[config.mk]
export PLATFORM = sky130hd
export DESIGN_NAME = axis_stream_driver
export DESIGN_NICKNAME = d
export VERILOG_FILES = /design/src/rtl/axis_stream_driver.sv
export SDC_FILE = /design/constraint.sdc
export NUM_CORES = 1
export LEC_CHECK = 0
export CAP_MARGIN = 25
export CORE_UTILIZATION = 32
export CTS_CLUSTER_SIZE = 16
export DETAILED_ROUTE_END_ITERATION = 8
export DONT_BUFFER_PORTS = 1
export PLACE_DENSITY = 0.46
export SYNTH_ARGS = -nofsm -noshare
export SYNTH_HDL_FRONTEND = slang
export SYNTH_SLANG_ARGS = --single-unit
[constraint.sdc]
create_clock -name axi_clk -period 3.5 [get_ports axi_clk]
set_input_delay 0.7 -clock axi_clk [delete_from_list [all_inputs] [get_ports axi_clk]]
set_output_delay 0.7 -clock axi_clk [all_outputs]
set_load 0.05 [all_outputs]
[src/rtl/axis_stream_driver.sv]
// AXI-Stream traffic source/sink: sends an arithmetic word sequence, collects returned beats and interrupt edges.
// Latency: first word valid the cycle after i_start; o_done one cycle after the completing beat is registered.
// Backpressure: o_data holds while i_data_ready is low; o_data_ready follows !i_rx_stall in every state.
module axis_stream_driver #(
    parameter int DATA_W  = 32,
    parameter int CNT_W   = 16,
    parameter int TIMEOUT = 1024
) (
    input  logic              axi_clk,
    input  logic              axi_reset_n,
    input  logic              i_start,
    input  logic [CNT_W-1:0]  i_num_words,
    input  logic [DATA_W-1:0] i_seed,
    input  logic [DATA_W-1:0] i_step,
    input  logic [CNT_W-1:0]  i_rx_expected,
    input  logic              i_rx_stall,
    output logic [DATA_W-1:0] o_data,
    output logic              o_data_valid,
    input  logic              i_data_ready,
    input  logic [DATA_W-1:0] i_data,
    input  logic              i_data_valid,
    output logic              o_data_ready,
    input  logic              i_intr,
    output logic              o_busy,
    output logic [CNT_W-1:0]  o_tx_count,
    output logic [CNT_W-1:0]  o_rx_count,
    output logic [CNT_W-1:0]  o_intr_count,
    output logic [DATA_W-1:0] o_last_rx,
    output logic              o_done,
    output logic              o_timeout
);
    localparam int IDLE_W = $clog2(TIMEOUT + 1);

    typedef enum logic [1:0] {S_IDLE, S_SEND, S_DRAIN, S_DONE} state_t;

    state_t              state_q, state_d;
    logic [DATA_W-1:0]   data_q, data_d;
    logic [DATA_W-1:0]   step_q, step_d;
    logic [CNT_W-1:0]    num_q, num_d;
    logic [CNT_W-1:0]    rx_exp_q, rx_exp_d;
    logic [CNT_W-1:0]    tx_cnt_q, tx_cnt_d;
    logic [CNT_W-1:0]    rx_cnt_q, rx_cnt_d;
    logic [CNT_W-1:0]    intr_cnt_q, intr_cnt_d;
    logic [DATA_W-1:0]   last_rx_q, last_rx_d;
    logic                timeout_q, timeout_d;
    logic [IDLE_W-1:0]   idle_q, idle_d;
    logic                intr_s_q, intr_s_d;
    logic                intr_prev_q, intr_prev_d;

    logic tx_hs;
    logic rx_hs;
    logic active;
    logic intr_edge;

    assign tx_hs     = (state_q == S_SEND) && i_data_ready;
    assign rx_hs     = i_data_valid && !i_rx_stall;
    assign active    = (state_q == S_SEND) || (state_q == S_DRAIN);
    assign intr_edge = intr_s_q && !intr_prev_q;

    // Next-state and datapath updates; counters only move while a run is active.
    always_comb begin
        state_d     = state_q;
        data_d      = data_q;
        step_d      = step_q;
        num_d       = num_q;
        rx_exp_d    = rx_exp_q;
        tx_cnt_d    = tx_cnt_q;
        rx_cnt_d    = rx_cnt_q;
        intr_cnt_d  = intr_cnt_q;
        last_rx_d   = last_rx_q;
        timeout_d   = timeout_q;
        idle_d      = '0;
        intr_s_d    = i_intr;
        intr_prev_d = intr_s_q;

        if (active) begin
            if (rx_hs) begin
                last_rx_d = i_data;
                if (rx_cnt_q != '1) rx_cnt_d = rx_cnt_q + CNT_W'(1);
            end
            if (intr_edge && (intr_cnt_q != '1)) intr_cnt_d = intr_cnt_q + CNT_W'(1);
        end

        case (state_q)
            S_IDLE: begin
                if (i_start && (i_num_words != '0)) begin
                    num_d      = i_num_words;
                    step_d     = i_step;
                    rx_exp_d   = i_rx_expected;
                    data_d     = i_seed;
                    tx_cnt_d   = '0;
                    rx_cnt_d   = '0;
                    intr_cnt_d = '0;
                    last_rx_d  = '0;
                    timeout_d  = 1'b0;
                    state_d    = S_SEND;
                end
            end
            S_SEND: begin
                if (tx_hs) begin
                    tx_cnt_d = tx_cnt_q + CNT_W'(1);
                    data_d   = data_q + step_q;
                    if ((tx_cnt_q + CNT_W'(1)) == num_q) state_d = S_DRAIN;
                end
            end
            S_DRAIN: begin
                // Completion is judged on registered counts, so it trails the beat by one cycle.
                if (rx_cnt_q >= rx_exp_q) begin
                    state_d = S_DONE;
                end else if (idle_q == IDLE_W'(TIMEOUT)) begin
                    timeout_d = 1'b1;
                    state_d   = S_DONE;
                end else begin
                    idle_d = rx_hs ? '0 : idle_q + IDLE_W'(1);
                end
            end
            default: begin
                state_d = S_IDLE;
            end
        endcase
    end

    // State registers; reset abandons any run in progress.
    always_ff @(posedge axi_clk or negedge axi_reset_n) begin
        if (!axi_reset_n) begin
            state_q     <= S_IDLE;
            data_q      <= '0;
            step_q      <= '0;
            num_q       <= '0;
            rx_exp_q    <= '0;
            tx_cnt_q    <= '0;
            rx_cnt_q    <= '0;
            intr_cnt_q  <= '0;
            last_rx_q   <= '0;
            timeout_q   <= 1'b0;
            idle_q      <= '0;
            intr_s_q    <= 1'b0;
            intr_prev_q <= 1'b0;
        end else begin
            state_q     <= state_d;
            data_q      <= data_d;
            step_q      <= step_d;
            num_q       <= num_d;
            rx_exp_q    <= rx_exp_d;
            tx_cnt_q    <= tx_cnt_d;
            rx_cnt_q    <= rx_cnt_d;
            intr_cnt_q  <= intr_cnt_d;
            last_rx_q   <= last_rx_d;
            timeout_q   <= timeout_d;
            idle_q      <= idle_d;
            intr_s_q    <= intr_s_d;
            intr_prev_q <= intr_prev_d;
        end
    end

    assign o_data       = data_q;
    assign o_data_valid = (state_q == S_SEND);
    assign o_data_ready = !i_rx_stall;
    assign o_busy       = (state_q != S_IDLE);
    assign o_tx_count   = tx_cnt_q;
    assign o_rx_count   = rx_cnt_q;
    assign o_intr_count = intr_cnt_q;
    assign o_last_rx    = last_rx_q;
    assign o_done       = (state_q == S_DONE);
    assign o_timeout    = timeout_q;
endmodule

# Word-level counts from Yosys, hierarchy flattened
# Cells that the tools add are included.
[op_classes]
n_addsub = 5
order_cmp = 1
eq_ne = 13
mux = 33
n_reduce_logical = 17
[ops]
columns = ["op", "n"]
rows = [
  ["2-to-1 mux 32 bit", 6],
  ["2-to-1 mux 16 bit", 11],
  ["case mux 32 bit (2 select lines)", 1],
  ["adder 16 x 1 -> 16 bit (second input constant)", 3],
  ["2-to-1 mux 11 bit", 4],
  ["adder 32 bit", 1],
  ["!= test 16 bit (second input constant)", 2],
  ["case mux 16 bit (2 select lines)", 1],
  ["equality test 16 bit", 1],
  ["greater-or-equal comparator 16 bit", 1],
  ["nonzero test 16 bit", 1],
  ["adder 11 x 1 -> 11 bit (second input constant)", 1],
  ["equality test 11 bit (second input constant)", 1],
  ["2-to-1 mux 2 bit", 5],
  ["AND reduction 4 bit", 2],
  ["!= test 2 x 1 -> 1 bit (second input constant)", 3],
  ["case mux 2 bit (3 select lines)", 1],
  ["nonzero test 2 bit", 3],
  ["logical AND 1 bit", 5],
  ["equality test 2 bit (second input constant)", 2],
  ["!= test 2 bit (second input constant)", 2],
  ["2-to-1 mux 1 bit", 3],
  ["!= test 3 x 1 -> 1 bit (second input constant)", 1],
  ["AND reduction 3 bit", 1],
  ["6 further kinds", 7],
]
[totals]
ff_bits = 192
inputBits = 135
wordCells = 82

# Depth between registers and ports, before layout
[logic_depth]
ltp_word = 7
ltp_mapped = 12
mapped_depth_nobuf = 12

# Worst setup path before layout
# No wires, ideal clock.
[synth_timing]
path_type = "register -> register"
start = "register data_q[0], in the netlist o_data[0]"
end = "register data_q[28], in the netlist o_data[28]"
arrival_time_ps = 2855
slack_ps = 500
stages_incl_launch_ff = 13
path_cell_list = "dfrtp_1 > ha_1 > inv_1 > fa_1 > nor2b_4 > o211a_1 > o211ai_1 > nand4_2 > a311o_1 > and4_4 > a2111oi_4 > xor2_1 > a32oi_1"
[synth_via]
elab_chain_cells = 3
[synth_rtl]
columns = ["element", "line", "source"]
rows = [
  ["from (decl)", "37", "logic [DATA_W-1:0] data_q, data_d;"],
  ["from (signal assigned)", "141", "data_q <= data_d;"],
  ["adder 32 bit", "102", "data_d = data_q + step_q;"],
  ["2-to-1 mux 32 bit", "100", "if (tx_hs) begin"],
  ["case mux 32 bit (2 select lines)", "84", "case (state_q)"],
]
# No other way between the ends. The select of a mux whose other input is x is not followed.
# A chain may end at the register's enable or synchronous reset.

# Worst setup path after layout
[layout_timing]
start = "register data_q[9], in the netlist o_data[9]"
end = "register data_q[28], in the netlist o_data[28]"
# The elaborated chain is that of the path after synthesis.

==> flow_summary.json <==
{
  "first_global_vias": 8365,
  "end_kind": "flip-flop",
  "slew_headroom": 0.5419,
  "start_kind": "flip-flop",
  "hold_violations": 172,
  "routed.top_layer": "met5",
  "drtIter0Drc": 399,
  "numCtsBuffers": 17,
  "nFillCells": 3397,
  "whs_ps": -47.93,
  "h-tree-depth": 4,
  "timing.setup.tns_ps": 0,
  "hold_path_class": "input port to asynchronous set/reset pin",
  "grt_usage": 0.1785,
  "clock_latency_ps": 460,
  "clock_sinks": 192,
  "worst-path-buf-inv": 0,
  "synth_compound_area_frac": 0.1597,
  "grt_max_degree": 193,
  "crit_slowest_cell": "dfrtp_1",
  "arrival_ps": 3350,
  "fin_skew_ps": 14.73,
  "async_reset_ff_frac": 1.000,
  "place_congestion": 0.8488,
  "syn2layout_area_growth_pct": 13.69,
  "ys_seq_area_frac": 0.4454,
  "cts_resized": 0,
  "power.density_mw_per_mm2": 1063,
  "firstDrtPassIters": 4,
  "cts_tree": "done",
  "fp.coreArea_mm2": 0.03287,
  "syn_nets": 1334,
  "reg2reg_setup_slack_ps": 440,
  "ys_ff_latch": 192,
  "ios": 252,
  "setup_viol": 0,
  "root_buffer": "clkbuf_16",
  "synth_area_per_cell_um2": 9.446,
  "tightestPinTransition_ps": 685.5,
  "status": "complete, but fails checks",
  "synth_top_family_by_area": "simple AND/OR/NAND/NOR gates",
  "fp-row-count": 66,
  "cp_slowest_stage_delay_ps": 690,
  "cp.required_ps": 3800,
  "netlist_instances": 1142,
  "p_leak_nw": 5.499,
  "met1_length_mm": 13.66,
  "grt_setup_unrepaired": "false",
  "wl_met2_mm": 13.65,
  "hpwl_mm": 21.48,
  "ys.warnings.count": 0,
  "path_delay_family": "compound AO/OA/AOI/OAI gates",
  "grt_first_pass_wirelength_mm": 47.32,
  "cts_setup_buffers": 0,
  "grt.overflow.total": 0,
  "synth-simple-area-share": 0.1690,
  "worstPathMaxFanout": 6,
  "wl_per_cell_um": 18.52,
  "cp_cell_sequence": "ha_1, a21oi_1, o21ai_0, nand3_1, nand4_2, a311o_1, and4_4, a2111oi_4, xor2_1, a32oi_1",
  "syn_area_mm2": 0.01079,
  "r2r_end": "o_data[28]",
  "drc": 0,
  "synth_mux_area_frac": 0.06135,
  "nets": 1359,
  "wl_met3_mm": 2.305,
  "peakVddDrop_uv": 397.9,
  "reg2reg_depth": 10,
  "die_width_um": 185.6,
  "vias": 8372,
  "design.die.area_mm2": 0.03445,
  "ant_nets": 0,
  "numPortBuffers": 0,
  "initial_utilization": 0.3282,
  "critical_path_class": "flip-flop to flip-flop",
  "drive_gt1_frac": 0.1331,
  "period_needed_ps": 3059,
  "fmaxAchievable_mhz": 327.0,
  "synth_edf_count": 0,
  "synth_area_leaders": "dfrtp_1, ha_1, nand2_1",
  "rr_startpoint": "o_data[9]",
  "cts_max_path_buffers": 2,
  "ys_types": 68,
  "drv_slew": 0,
  "fp.dieH_um": 185.6,
  "violations": "negative hold slack",
  "finalPower_mw": 13.03,
  "synthAdderAreaFrac": 0.06681,
  "vias_per_cell": 5.158,
  "netlist.area_leader.share": 0.4454,
  "cap_violations": 0,
  "yosys.area.top_type": "dfrtp_1",
  "antenna_found_initial": 5,
  "fin_crit_sh": 0.8739,
  "clkTransAtPathRegs_ps": 80,
  "routed_wirelength_mm": 30.06,
  "synth_ff_type": "dfrtp_1",
  "synth_xor_area_frac": 0.06576
}
-- cell usage after synthesis, drive strengths merged (3+ instances only) --
master	number
mux2	49
nor3	11
a22o	4
o22ai	3
nor4	12
nor2b	9
o21ai	75
ha	56
xnor2	40
clkbuf	43
dfrtp	192
nand4	18
and4	9
and2	10
inv	37
mux2i	11
o31ai	5
nor2	79
a21o	30
a211oi	4
nand3	40
a221oi	3
a31oi	5
nand2b	11
a211o	3
a21oi	99
nand2	164
o21a	7
xor2	41
a2111oi	4
a32oi	4
and3	18
buf	9
o31a	4
-- sequential cells by signal (all words and copies together) (netlist names) --
register      cells
o_last_rx        32
intr_prev_q       1
state_q           2
idle_q           11
num_q            16
o_tx_count       16
o_timeout         1
o_rx_count       16
step_q           32
rx_exp_q         16
o_intr_count     16
intr_prev_d       1
o_data           32
-- power breakdown --
group	leakage [nW]	total (mW)	internal, mW	switching [mW]
Sequential	2.44	4.49	3.00	1.48
Combinational	2.75	6.41	2.56	3.86
Clock	0.308	2.13	1.11	1.02
-- layout by cell type (no fill, tap or decap), types with 5 or more instances in the layout --
master	count
dfrtp_1	192
nand2_1	164
a21oi_1	95
nor2_1	77
o21ai_0	75
buf_4	56
ha_1	55
mux2_2	48
xor2_1	41
nand3_1	40
xnor2_1	40
inv_1	37
a21o_1	30
and3_1	18
clkbuf_16	17
nand4_1	16
nor4_1	11
nor3_1	11
mux2i_1	11
nand2b_1	11
and2_1	10
and4_1	8
nor2b_1	8
o21a_1	7
o31ai_1	5
a31oi_1	5
-- worst reg2reg max path, stage by stage (launching register included) --
cell       delay (ps)
dfrtp_1           690
ha_1              400
a21oi_1           150
o21ai_0           120
nand3_1           150
nand4_2           160
a311o_1           370
and4_4            230
a2111oi_4         320
xor2_1            190
a32oi_1           120
-- kinds of logic (layout without fill, tap and decap cells) --
group | Yosys count | in the layout
xor+xnor | 81 | 81
other cells | 0 | 1
flops | 192 | 192
fa+ha+maj | 57 | 57
mux | 60 | 60
simple gates | 388 | 388
compound gates | 275 | 275
buf+inv | 89 | 127
-- per-layer routing --
layer / vias to the layer above / global-route usage
li1: 4090 / -
met1: 4041 / 0.2319
met2: 203 / 0.2812
met3: 32 / 0.06065
met4: 6 / 0.04885
met5: - / 0
-- worst max path at each step --
stage / startpoint / end / slack, ps / depth (start not counted)
2_1_floorplan: o_data[0] / o_data[28] / 500 / 12
3_3_place_gp: o_data[0] / o_data[28] / 520 / 12
3_5_place_dp: o_data[0] / o_data[28] / 480 / 12
4_1_cts: o_data[0] / o_data[28] / 440 / 12
5_1_grt: o_tx_count[0] / state_q[1] / 240 / 9
6_report: o_data[9] / o_data[28] / 440 / 10
-- final cells by class --
cell class / instances / area (um^2) / share of cell area
inverter: 37 / 138.9 / 0.01132
clock inverter: 15 / 212.7 / 0.01734
timing repair buffer: 58 / 460.4 / 0.03754
antenna: 1 / 2.502 / 0.0002040
clock buffer: 17 / 425.4 / 0.03469
multi-input combinational: 861 / 5667 / 0.4620
tap: 442 / 553.0 / 0.04509
sequential: 192 / 4805 / 0.3918
-- through the flow --
stage / setup WS [ps] / util / instances / hold WS (ps) / cell area [um^2]
global route: 243.5 / 0.3732 / 1623 / -83.78 / 12260
detailed placement: 475.9 / 0.3537 / 1590 / 376.8 / 11620
global placement: 523.3 / 0.3537 / 1590 / 362.0 / 11620
CTS: 442.2 / 0.3731 / 1622 / -84.52 / 12260
finish: 441.4 / 0.3732 / 1623 / -47.93 / 12260
floorplan: 500.4 / - / 1142 / 354.0 / 10790
Note: power is estimated with default switching activity, not from simulation.
